$ cat src/rtl/out_ctl_if.sv
// out_ctl_if: output stream of the FC-layer output controller.
//   m_valid : word valid (producer -> consumer)
//   m_ready : consumer accepts the word this cycle
//   m_data  : OW-bit signed output word
//   m_last  : word is the final element of a sample
interface out_ctl_if #(
  parameter int OW = 16
) ();
  logic          m_valid;
  logic          m_ready;
  logic [OW-1:0] m_data;
  logic          m_last;

  modport master (output m_valid, output m_data, output m_last, input m_ready);
  modport slave  (input m_valid, input m_data, input m_last, output m_ready);
endinterface

$ cat src/rtl/out_ctl.sv
// out_ctl: output-side controller of the fully-connected layer engine.
// Captures each finished kernel's accumulator, shifts/ReLUs/saturates it to
// OW bits, buffers it in a DEPTH-entry FIFO and streams it out valid/ready.
//   clk      : clock, rising edge
//   rst      : asynchronous reset, active low
//   k_init   : kernel start pulse
//   k_fin    : kernel done pulse, acc_in valid
//   acc_in   : signed accumulator result
//   out_busy : stall next kernel start (FIFO + in-flight kernel would fill it)
//   outrf    : one-cycle pulse after the last element of a sample is taken
//   ovf      : sticky, a result was dropped on a full FIFO
//   m        : output stream (m_valid/m_ready/m_data/m_last)
module out_ctl #(
  parameter int SAMPLE = 40,
  parameter int DEPTH  = 4,
  parameter int DW     = 32,
  parameter int OW     = 16,
  parameter int SHIFT  = 4,
  parameter int RELU   = 1
) (
  input  logic                 clk,
  input  logic                 rst,
  input  logic                 k_init,
  input  logic                 k_fin,
  input  logic signed [DW-1:0] acc_in,
  output logic                 out_busy,
  output logic                 outrf,
  output logic                 ovf,
  out_ctl_if.master            m
);

  localparam int AW = (DEPTH > 1) ? $clog2(DEPTH) : 1;
  localparam int CW = AW + 1;
  localparam int EW = (SAMPLE > 1) ? $clog2(SAMPLE) : 1;

  localparam logic signed [DW-1:0] SAT_HI = {{(DW-OW+1){1'b0}}, {(OW-1){1'b1}}};
  localparam logic signed [DW-1:0] SAT_LO = {{(DW-OW+1){1'b1}}, {(OW-1){1'b0}}};
  localparam logic [EW-1:0]        EC_LAST = EW'(SAMPLE - 1);

  logic [OW:0]      mem_q [DEPTH];
  logic [AW-1:0]    wr_ptr_q, wr_ptr_d;
  logic [AW-1:0]    rd_ptr_q, rd_ptr_d;
  logic [CW-1:0]    count_q, count_d;
  logic             inflight_q, inflight_d;
  logic [EW-1:0]    ec_q, ec_d;
  logic             outrf_q, outrf_d;
  logic             ovf_q, ovf_d;

  logic signed [DW-1:0] shifted;
  logic [OW-1:0]        q_word;
  logic [OW:0]          head;
  logic                 valid;
  logic                 full;
  logic                 pop;
  logic                 push;
  logic                 elem_last;
  logic [CW:0]          occupancy;

  // Quantizer: floor shift, optional ReLU, signed saturation.
  always_comb begin
    shifted = acc_in >>> SHIFT;
    if ((RELU != 0) && shifted[DW-1]) begin
      q_word = '0;
    end else if (shifted > SAT_HI) begin
      q_word = {1'b0, {(OW-1){1'b1}}};
    end else if (shifted < SAT_LO) begin
      q_word = {1'b1, {(OW-1){1'b0}}};
    end else begin
      q_word = shifted[OW-1:0];
    end
  end

  always_comb begin
    head      = mem_q[rd_ptr_q];
    valid     = (count_q != '0);
    full      = (count_q == CW'(DEPTH));
    pop       = valid & m.m_ready;
    // A full FIFO still accepts a word when the head leaves in the same cycle.
    push      = k_fin & (~full | pop);
    elem_last = (ec_q == EC_LAST);
    // Counting the in-flight kernel reserves its slot before it finishes.
    occupancy = {1'b0, count_q} + {{CW{1'b0}}, inflight_q};
  end

  always_comb begin
    wr_ptr_d   = wr_ptr_q;
    rd_ptr_d   = rd_ptr_q;
    count_d    = count_q;
    ec_d       = ec_q;
    inflight_d = inflight_q;
    ovf_d      = ovf_q | (k_fin & ~push);
    outrf_d    = pop & head[OW];

    if (push) begin
      wr_ptr_d = wr_ptr_q + AW'(1);
      ec_d     = elem_last ? '0 : ec_q + EW'(1);
    end
    if (pop) begin
      rd_ptr_d = rd_ptr_q + AW'(1);
    end
    if (push && !pop) begin
      count_d = count_q + CW'(1);
    end else if (pop && !push) begin
      count_d = count_q - CW'(1);
    end

    // k_init wins so back-to-back kernels keep the slot reserved.
    if (k_init) begin
      inflight_d = 1'b1;
    end else if (k_fin) begin
      inflight_d = 1'b0;
    end
  end

  always_ff @(posedge clk or negedge rst) begin
    if (!rst) begin
      wr_ptr_q   <= '0;
      rd_ptr_q   <= '0;
      count_q    <= '0;
      inflight_q <= 1'b0;
      ec_q       <= '0;
      outrf_q    <= 1'b0;
      ovf_q      <= 1'b0;
    end else begin
      wr_ptr_q   <= wr_ptr_d;
      rd_ptr_q   <= rd_ptr_d;
      count_q    <= count_d;
      inflight_q <= inflight_d;
      ec_q       <= ec_d;
      outrf_q    <= outrf_d;
      ovf_q      <= ovf_d;
    end
  end

  // Storage needs no reset: the head is masked whenever the FIFO is empty.
  always_ff @(posedge clk) begin
    if (push) begin
      mem_q[wr_ptr_q] <= {elem_last, q_word};
    end
  end

  assign m.m_valid = valid;
  assign m.m_data  = valid ? head[OW-1:0] : '0;
  assign m.m_last  = valid & head[OW];
  assign out_busy  = (occupancy >= (CW+1)'(DEPTH));
  assign outrf     = outrf_q;
  assign ovf       = ovf_q;

endmodule

$ cat src/flat_wrapper.sv
// flat-port wrapper written by rule: the top's interface ports become plain ports
module out_ctl_flat 
#(
  parameter int SAMPLE = 40,
  parameter int DEPTH  = 4,
  parameter int DW     = 32,
  parameter int OW     = 16,
  parameter int SHIFT  = 4,
  parameter int RELU   = 1
)
  (clk, rst, k_init, k_fin, acc_in, out_busy, outrf, ovf, m_m_valid, m_m_data, m_m_last, m_m_ready);
  out_ctl_if #(.OW(OW)) m_i ();
  input  logic clk;
  input  logic rst;
  input  logic k_init;
  input  logic k_fin;
  input  logic signed [DW-1:0] acc_in;
  output logic out_busy;
  output logic outrf;
  output logic ovf;
  output wire logic [$bits(m_i.m_valid)-1:0] m_m_valid;
  output wire logic [$bits(m_i.m_data)-1:0] m_m_data;
  output wire logic [$bits(m_i.m_last)-1:0] m_m_last;
  input wire logic [$bits(m_i.m_ready)-1:0] m_m_ready;
  assign m_m_valid = m_i.m_valid;
  assign m_m_data = m_i.m_data;
  assign m_m_last = m_i.m_last;
  assign m_i.m_ready = m_m_ready;
  out_ctl #(.SAMPLE(SAMPLE), .DEPTH(DEPTH), .DW(DW), .OW(OW), .SHIFT(SHIFT), .RELU(RELU)) u_core (.clk(clk), .rst(rst), .k_init(k_init), .k_fin(k_fin), .acc_in(acc_in), .out_busy(out_busy), .outrf(outrf), .ovf(ovf), .m(m_i));
endmodule
$ cat config.mk
export PLATFORM = sky130hd
export DESIGN_NAME = out_ctl_flat
export DESIGN_NICKNAME = d
export VERILOG_FILES = /design/src/rtl/out_ctl_if.sv /design/src/rtl/out_ctl.sv /design/src/flat_wrapper.sv
export SDC_FILE = /design/constraint.sdc
export NUM_CORES = 1
export LEC_CHECK = 0
export CORE_MARGIN = 5
export CORE_UTILIZATION = 53
export CTS_CLUSTER_SIZE = 30
export DETAILED_ROUTE_END_ITERATION = 8
export PLACE_DENSITY = 0.79
export SLEW_MARGIN = 25
export SYNTH_ARGS = -nofsm -noshare
export SYNTH_HDL_FRONTEND = slang
export SYNTH_SLANG_ARGS = --single-unit
$ cat constraint.sdc
create_clock -name clk -period 2.8 [get_ports clk]
set_input_delay 0.28 -clock clk [delete_from_list [all_inputs] [get_ports clk]]
set_output_delay 0.28 -clock clk [all_outputs]
set_load 0.005 [all_outputs]
==> reports/results.tsv, run 1 <==
stage	metric	value	unit
worst_setup_path	startpoint	u_core.rd_ptr_q[0]$_DFFE_PN0P_	
finish	final_util	65.6	%
sta	post-route-period-util	89.7	%
worst_setup_path	cp_top_family	buffers and inverters	
placed_design	io_buffers	53	
drt	wl_per_cell	17.5	um
cts	cts_buffers	9	
finish	drive_above_1_share	13.2	%
global_routing	grt_usage	16.2	%
placed_design	place_congestion	0.692	
floorplan	ios	58	
worst_setup_path	cp-end-kind	primary output	
synthesis	synth_area_leaders	edfxtp_1 57%, dfrtp_1 11%, mux4_1 6.6%	
synthesis	yosysTopAreaCell	edfxtp_1	
global_routing	antenna_found_initial	0	
power	cellPowerDensity	928	nW/um2
synthesis	ys_warn_count	0	
worst_setup_path	cp.buffers_inverters	2	
synthesis	syn_area	3590	um2
global_routing	grt_overflow	0	
drt	drt_first_pass_iters	4	
sta	finClkSkew	8.11	ps
sta	rsz0062_at_grt	no	
floorplan	dieArea	8530	um2
worst_setup_path	max_stage_delay	630	ps
sta	setup_viol	0	
synthesis	synth_cells	215	
cts	cts_resized	0	
drt	vias	1982	
global_routing	grt_pass1_wl	10.4	mm
placed_design	dpl_worst_slack	505	ps
cts	ctsLongestPathBuffers	2	
cts	path_clk_slew	80	ps
worst_setup_path	worstPathCellList	buf_4, mux4_1, and2_1, clkdlybuf4s50_1	
drt	drc	0	
finish	fillers	487	
synthesis	yosysTopAreaCellShare	56.8	%
power	power.total	4070	uW
synthesis	avgSynthCellArea	16.7	um2
sta	fmax	398	MHz
cts	cts-root-buf	clkbuf_8	
drt	viasPerCell	5.40	
cts	clkSinkCount	84	
floorplan	rows	30	
global_routing	grt_pass1_vias	2088	
sta	fin_crit	2510	ps
sta	worst_slew_pin_slew	741	ps
cts	cts_tree	done	
synthesis	synth_ff_type	edfxtp_1	
worst_setup_path	cp.arrival	2230	ps
drt	finalWirelength	6.42	mm
sta	setup_tns	0	ps
floorplan	coreArea	6680	um2
worst_setup_path	required	2520	ps
synthesis	synth_edf_count	68	
drt	dr.first_iter.drc_count	124	
cts	htreeDepth	3	
floorplan	die_y	92.4	um
worst_setup_path	path_class	reg2out	
sta	fin_hold_ws	380	ps
worst_setup_path	start_kind	register	
sta	slew_viol_final	0	
run_status	status	finished, final reports clean	
synthesis	synth-async-reset-ratio	19.0	%
global_routing	grt_start_max_net_pins	21	
finish	areaGrowthSynthToFinish	22.0	%
power	ir_drop	0.000437	V
cts	postCtsHoldBufs	0	
floorplan	initial_core_util	53.8	%
cts	insertion_delay	340	ps
placed_design	hpwl	4.23	mm
worst_setup_path	reg2reg_from	u_core.count_q[0]$_DFFE_PN0P_	
drt	drtAntennaViolNets	0	
sta	timing.final.ws_setup	289	ps
worst_setup_path	crit_fanout	19	
synthesis	yosysUniqueCellTypes	34	
synthesis	ys_ff_latch	84	
sta	hold_violations	0	
power	p_leak	0.00160	uW
finish	antenna_cells	0	
cts	post_cts_buffers	0	
worst_setup_path	slowest_stage	mux4_1	
worst_hold_path	hold_class	in2async	
finish	fin_nets	326	
synthesis	synth-seq-area-share	67.9	%
sta	slew_headroom	50.5	%
floorplan	die_x	92.4	um
job	max-cap-violations	0	
cells by family (layout without fill, tap and decap cells):
logic type	count (synthesis)	after routing	share of synthesized area (%)
compound gates	10	10	1.88
xor+xnor	8	8	1.95
fa+ha+maj	7	7	2.65
buf+inv	14	83	2.65
flops	84	84	67.9
mux	20	20	12.5
other cells	1	4	0.104
simple gates	71	71	10.3
sequential cells by signal, indices dropped and copies added, names as in the netlist:
register and cells:
u_core.ovf 1, u_core.count_q 3, u_core.inflight_q 1, u_core.wr_ptr_q 2, u_core.outrf 1, u_core.ec_q 6
u_core.mem_q 68, u_core.rd_ptr_q 2
Yosys cell counts (2+ instances only):
| master | number |
|---|---|
| a21o_1 | 2 |
| a31o_2 | 2 |
| and2_1 | 21 |
| and3_1 | 2 |
| buf_2 | 3 |
| buf_6 | 3 |
| clkbuf_1 | 3 |
| dfrtp_1 | 16 |
| edfxtp_1 | 68 |
| ha_1 | 6 |
| inv_1 | 4 |
| mux2_2 | 3 |
| mux4_1 | 9 |
| mux4_2 | 8 |
| nand2_1 | 4 |
| nor2_1 | 34 |
| o21ai_0 | 4 |
| xnor2_1 | 6 |
| xor2_1 | 2 |
path summary, 6_finish.rpt:
| check | end | slack (ps) | depth (start not counted) |
|---|---|---|---|
| max reg2reg | u_core.count_q[2]$_DFFE_PN0P_ | 690 | 8 |
| min in group clk | u_core.ovf$_DFF_PN0_ | 470 | 1 |
| max | m_m_last | 290 | 4 |
| min reg2reg | u_core.ovf$_DFF_PN0_ | 470 | 1 |
| max in group asynchronous | u_core.count_q[1]$_DFFE_PN0P_ | 1950 | 1 |
| min | u_core.inflight_q$_DFFE_PN0P_ | 380 | 1 |
metal layers:
metal  vias up  part of all wire (%)  wire, um  global-route usage [%]
met3         6                   5.4       349                    4.55
met4         0                  0.90        58                    6.19
li1        935                     -         -                       -
met5         -                     0         0                       0
met2        60                    50      3230                    26.6
met1       981                    43      2780                    20.4
where the power goes:
part           internal, uW  total, uW  switching (uW)  leakage [uW]
Sequential             1670       1820             152      0.000814
Combinational           940       1550             611      0.000705
Clock                   318        695             377     0.0000788
Total                  2930       4070            1140       0.00160
layout make-up:
type | count | area, um2 | area share (%)
Inverter | 4 | 15.0 | 0.342
Clock buffer | 13 | 139 | 3.17
Clock inverter | 3 | 13.8 | 0.314
Tap cell | 80 | 100 | 2.28
Multi-Input combinational cell | 120 | 1070 | 24.4
Sequential cell | 84 | 2440 | 55.7
Timing Repair Buffer | 63 | 606 | 13.8
placed cells by master, fill, tap and decap left out, types with 2 or more instances in the layout:
cell type	netlist	final
mux2_2	3	3
inv_1	4	4
dfrtp_1	16	16
clkinv_2	0	2
buf_4	0	10
edfxtp_1	68	68
xnor2_1	6	6
mux4_1	9	9
o21ai_0	4	4
nand2_1	4	4
clkbuf_1	3	4
and2_1	21	21
nor2_1	34	34
and3_1	2	2
clkbuf_8	0	9
a31o_2	2	2
ha_1	6	6
mux4_2	8	8
conb_1	1	4
clkdlybuf4s50_1	0	53
a21o_1	2	2
xor2_1	2	2
metrics by stage:
stage / cells / cell area (um2)
after global placement: 351 / 4230
after CTS: 367 / 4380
after global routing: 367 / 4380
after detailed placement: 351 / 4230
after floorplan: 218 / 3610
final: 367 / 4380
Power figures use the tool's default switching activity.
==> inputs of run 2 (changes only) <==
--- a/config.mk
+++ b/config.mk
@@ -9,7 +9,7 @@
 export CORE_UTILIZATION = 53
 export CTS_CLUSTER_SIZE = 30
 export DETAILED_ROUTE_END_ITERATION = 8
-export PLACE_DENSITY = 0.79
+export PLACE_DENSITY = 0.91
 export SLEW_MARGIN = 25
 export SYNTH_ARGS = -nofsm -noshare
 export SYNTH_HDL_FRONTEND = slang
==> constraint.sdc (replaced) <==
create_clock -name clk -period 2.65 [get_ports clk]
set_input_delay 0.265 -clock clk [delete_from_list [all_inputs] [get_ports clk]]
set_output_delay 0.265 -clock clk [all_outputs]
set_load 0.005 [all_outputs]
==> run 2 against run 1 <==
Clock power up 33%; worst setup slack got worse by 92 ps; first-iteration DRC count is 4.0% lower; count of clock-buffer cells in the layout grew 1; flip-flop and latch count is the same; cell area rose by 0.80%; via count down 0.45%; critical path depth did not move; core utilization is 0.52 points higher; cell count decreased by 1.1%; global-route usage is 0.43 points higher; register-to-register slack got worse by 170 ps.
==> reports/results.tsv, run 2 (synthesis results as in run 1) <==
stage	metric	value	unit
worst_setup_path	start_kind	register	
worst_setup_path	max_stage_delay	580	ps
sta	fin_crit	2450	ps
worst_setup_path	cp.arrival	2190	ps
power	p_leak	0.00161	uW
finish	largestRegisters	u_core.mem_q x68, u_core.ec_q x6, u_core.count_q x3	
worst_setup_path	cp-end-kind	primary output	
floorplan	die_x	92.4	um
cts	post_cts_buffers	0	
global_routing	grt_start_max_net_pins	21	
sta	fin_hold_ws	340	ps
drt	drc	0	
power	cellPowerDensity	1020	nW/um2
cts	cts_buffers	9	
worst_setup_path	path_class	reg2out	
worst_setup_path	reg2regPathDepth	8	
finish	fillers	458	
drt	dr.first_iter.drc_count	119	
floorplan	die_y	92.4	um
sta	rsz0062_at_grt	no	
worst_setup_path	cp.buffers_inverters	2	
worst_setup_path	slowest_stage	mux4_1	
cts	cts-root-buf	clkbuf_8	
cts	path_clk_slew	80	ps
finish	antenna_cells	0	
power	ir_drop	0.000517	V
job	max-cap-violations	0	
drt	vias	1973	
sta	setup_tns	0	ps
worst_setup_path	path_depth	4	
finish	drive_above_1_share	13.4	%
global_routing	grt_usage	16.6	%
run_status	status	finished, final reports clean	
drt	drt_first_pass_iters	4	
finish	areaGrowthSynthToFinish	22.9	%
drt	finalWirelength	6.38	mm
floorplan	ios	58	
worst_setup_path	required	2380	ps
placed_design	io_buffers	53	
global_routing	grt_pass1_vias	2083	
sta	slew_headroom	39.8	%
drt	viasPerCell	5.44	
sta	post-route-period-util	92.6	%
drt	wl_per_cell	17.6	um
sta	worst_slew_pin_slew	904	ps
sta	fmax	408	MHz
global_routing	grt_pass1_wl	10.6	mm
placed_design	hpwl	4.39	mm
cts	clkSinkCount	84	
sta	slew_viol_final	0	
sta	setup_viol	0	
worst_setup_path	crit_fanout	11	
worst_setup_path	worstPathCellList	buf_4, mux4_1, and2_1, clkdlybuf4s50_1	
floorplan	dieArea	8530	um2
cts	insertion_delay	350	ps
global_routing	antenna_found_initial	0	
finish	largest_register_ff_count	68	
floorplan	coreArea	6680	um2
worst_setup_path	r2r_setup_slack	520	ps
global_routing	grt_overflow	0	
placed_design	place_congestion	0.771	
sta	finClkSkew	13.3	ps
worst_setup_path	cp_top_family	buffers and inverters	
cts	postCtsHoldBufs	0	
finish	fin_nets	322	
floorplan	rows	30	
drt	drtAntennaViolNets	0	
finish	mostFrequentLayoutCells	68 x edfxtp_1, 53 x clkdlybuf4s50_1, 34 x nor2_1, 21 x and2_1, 16 x dfrtp_1	
cts	cts_tree	done	
worst_hold_path	hold_class	in2async	
floorplan	initial_core_util	53.8	%
cts	ctsLongestPathBuffers	2	
cts	htreeDepth	3	
sta	hold_violations	0	
finish	largest_register	u_core.mem_q	
finish	layout_commonest_cell	edfxtp_1	
cts	cts_resized	0	
-- run 2: changes by cell type in the layout (fill, tap and decap cells not counted) --
cell / previous run / this run
clkbuf_8: 9 / 11
clkinvlp_4: 0 / 1
clkbuf_1: 4 / 1
clkinv_1: 1 / 0
clkbuf_16: 0 / 2
buf_4: 10 / 6
clkinv_2: 2 / 1
-- run 2: area by class of cell --
cell class	instances	area [um2]	share of cell area, %
Clock inverter	2	12.5	0.283
Inverter	4	15.0	0.340
Sequential cell	84	2440	55.3
Tap cell	80	100	2.27
Timing Repair Buffer	59	576	13.0
Multi-Input combinational cell	120	1070	24.2
Clock buffer	14	205	4.64
-- run 2: routing by layer --
metal	track usage, %	wire length, um	up-vias
li1	-	-	924
met1	19.9	2520	966
met2	28.2	3270	67
met3	3.90	412	16
met4	7.92	171	0
met5	0	0	-
-- run 2: path summary, 6_finish.rpt --
path	start	to
setup reg to reg	u_core.count_q[0]$_DFFE_PN0P_	u_core.count_q[2]$_DFFE_PN0P_
min in group clk	u_core.ovf$_DFF_PN0_	u_core.ovf$_DFF_PN0_
setup / recovery	u_core.rd_ptr_q[0]$_DFFE_PN0P_	m_m_data[6]
hold / removal	rst	u_core.count_q[0]$_DFFE_PN0P_
max in group asynchronous	rst	u_core.rd_ptr_q[0]$_DFFE_PN0P_
hold reg to reg	u_core.ovf$_DFF_PN0_	u_core.ovf$_DFF_PN0_
-- run 2: report_power, final --
group	switching [uW]	leakage (uW)	internal, uW
sequential	175	0.000814	1770
combinational	651	0.000684	979
clock	417	0.000109	505
total	1240	0.00161	3250
-- run 2: stage by stage --
step           setup slack [ps]  power (uW)  cells  cell area (um2)  util [%]
6_report                    196        4500    363             4420      66.1
5_1_grt                    80.1        4770    363             4420      66.1
4_1_cts                     159        4550    363             4420      66.1
3_5_place_dp                258        3620    347             4200      62.9
3_3_place_gp                340        3520    347             4200      62.9
2_1_floorplan               536        2870    218             3610         -
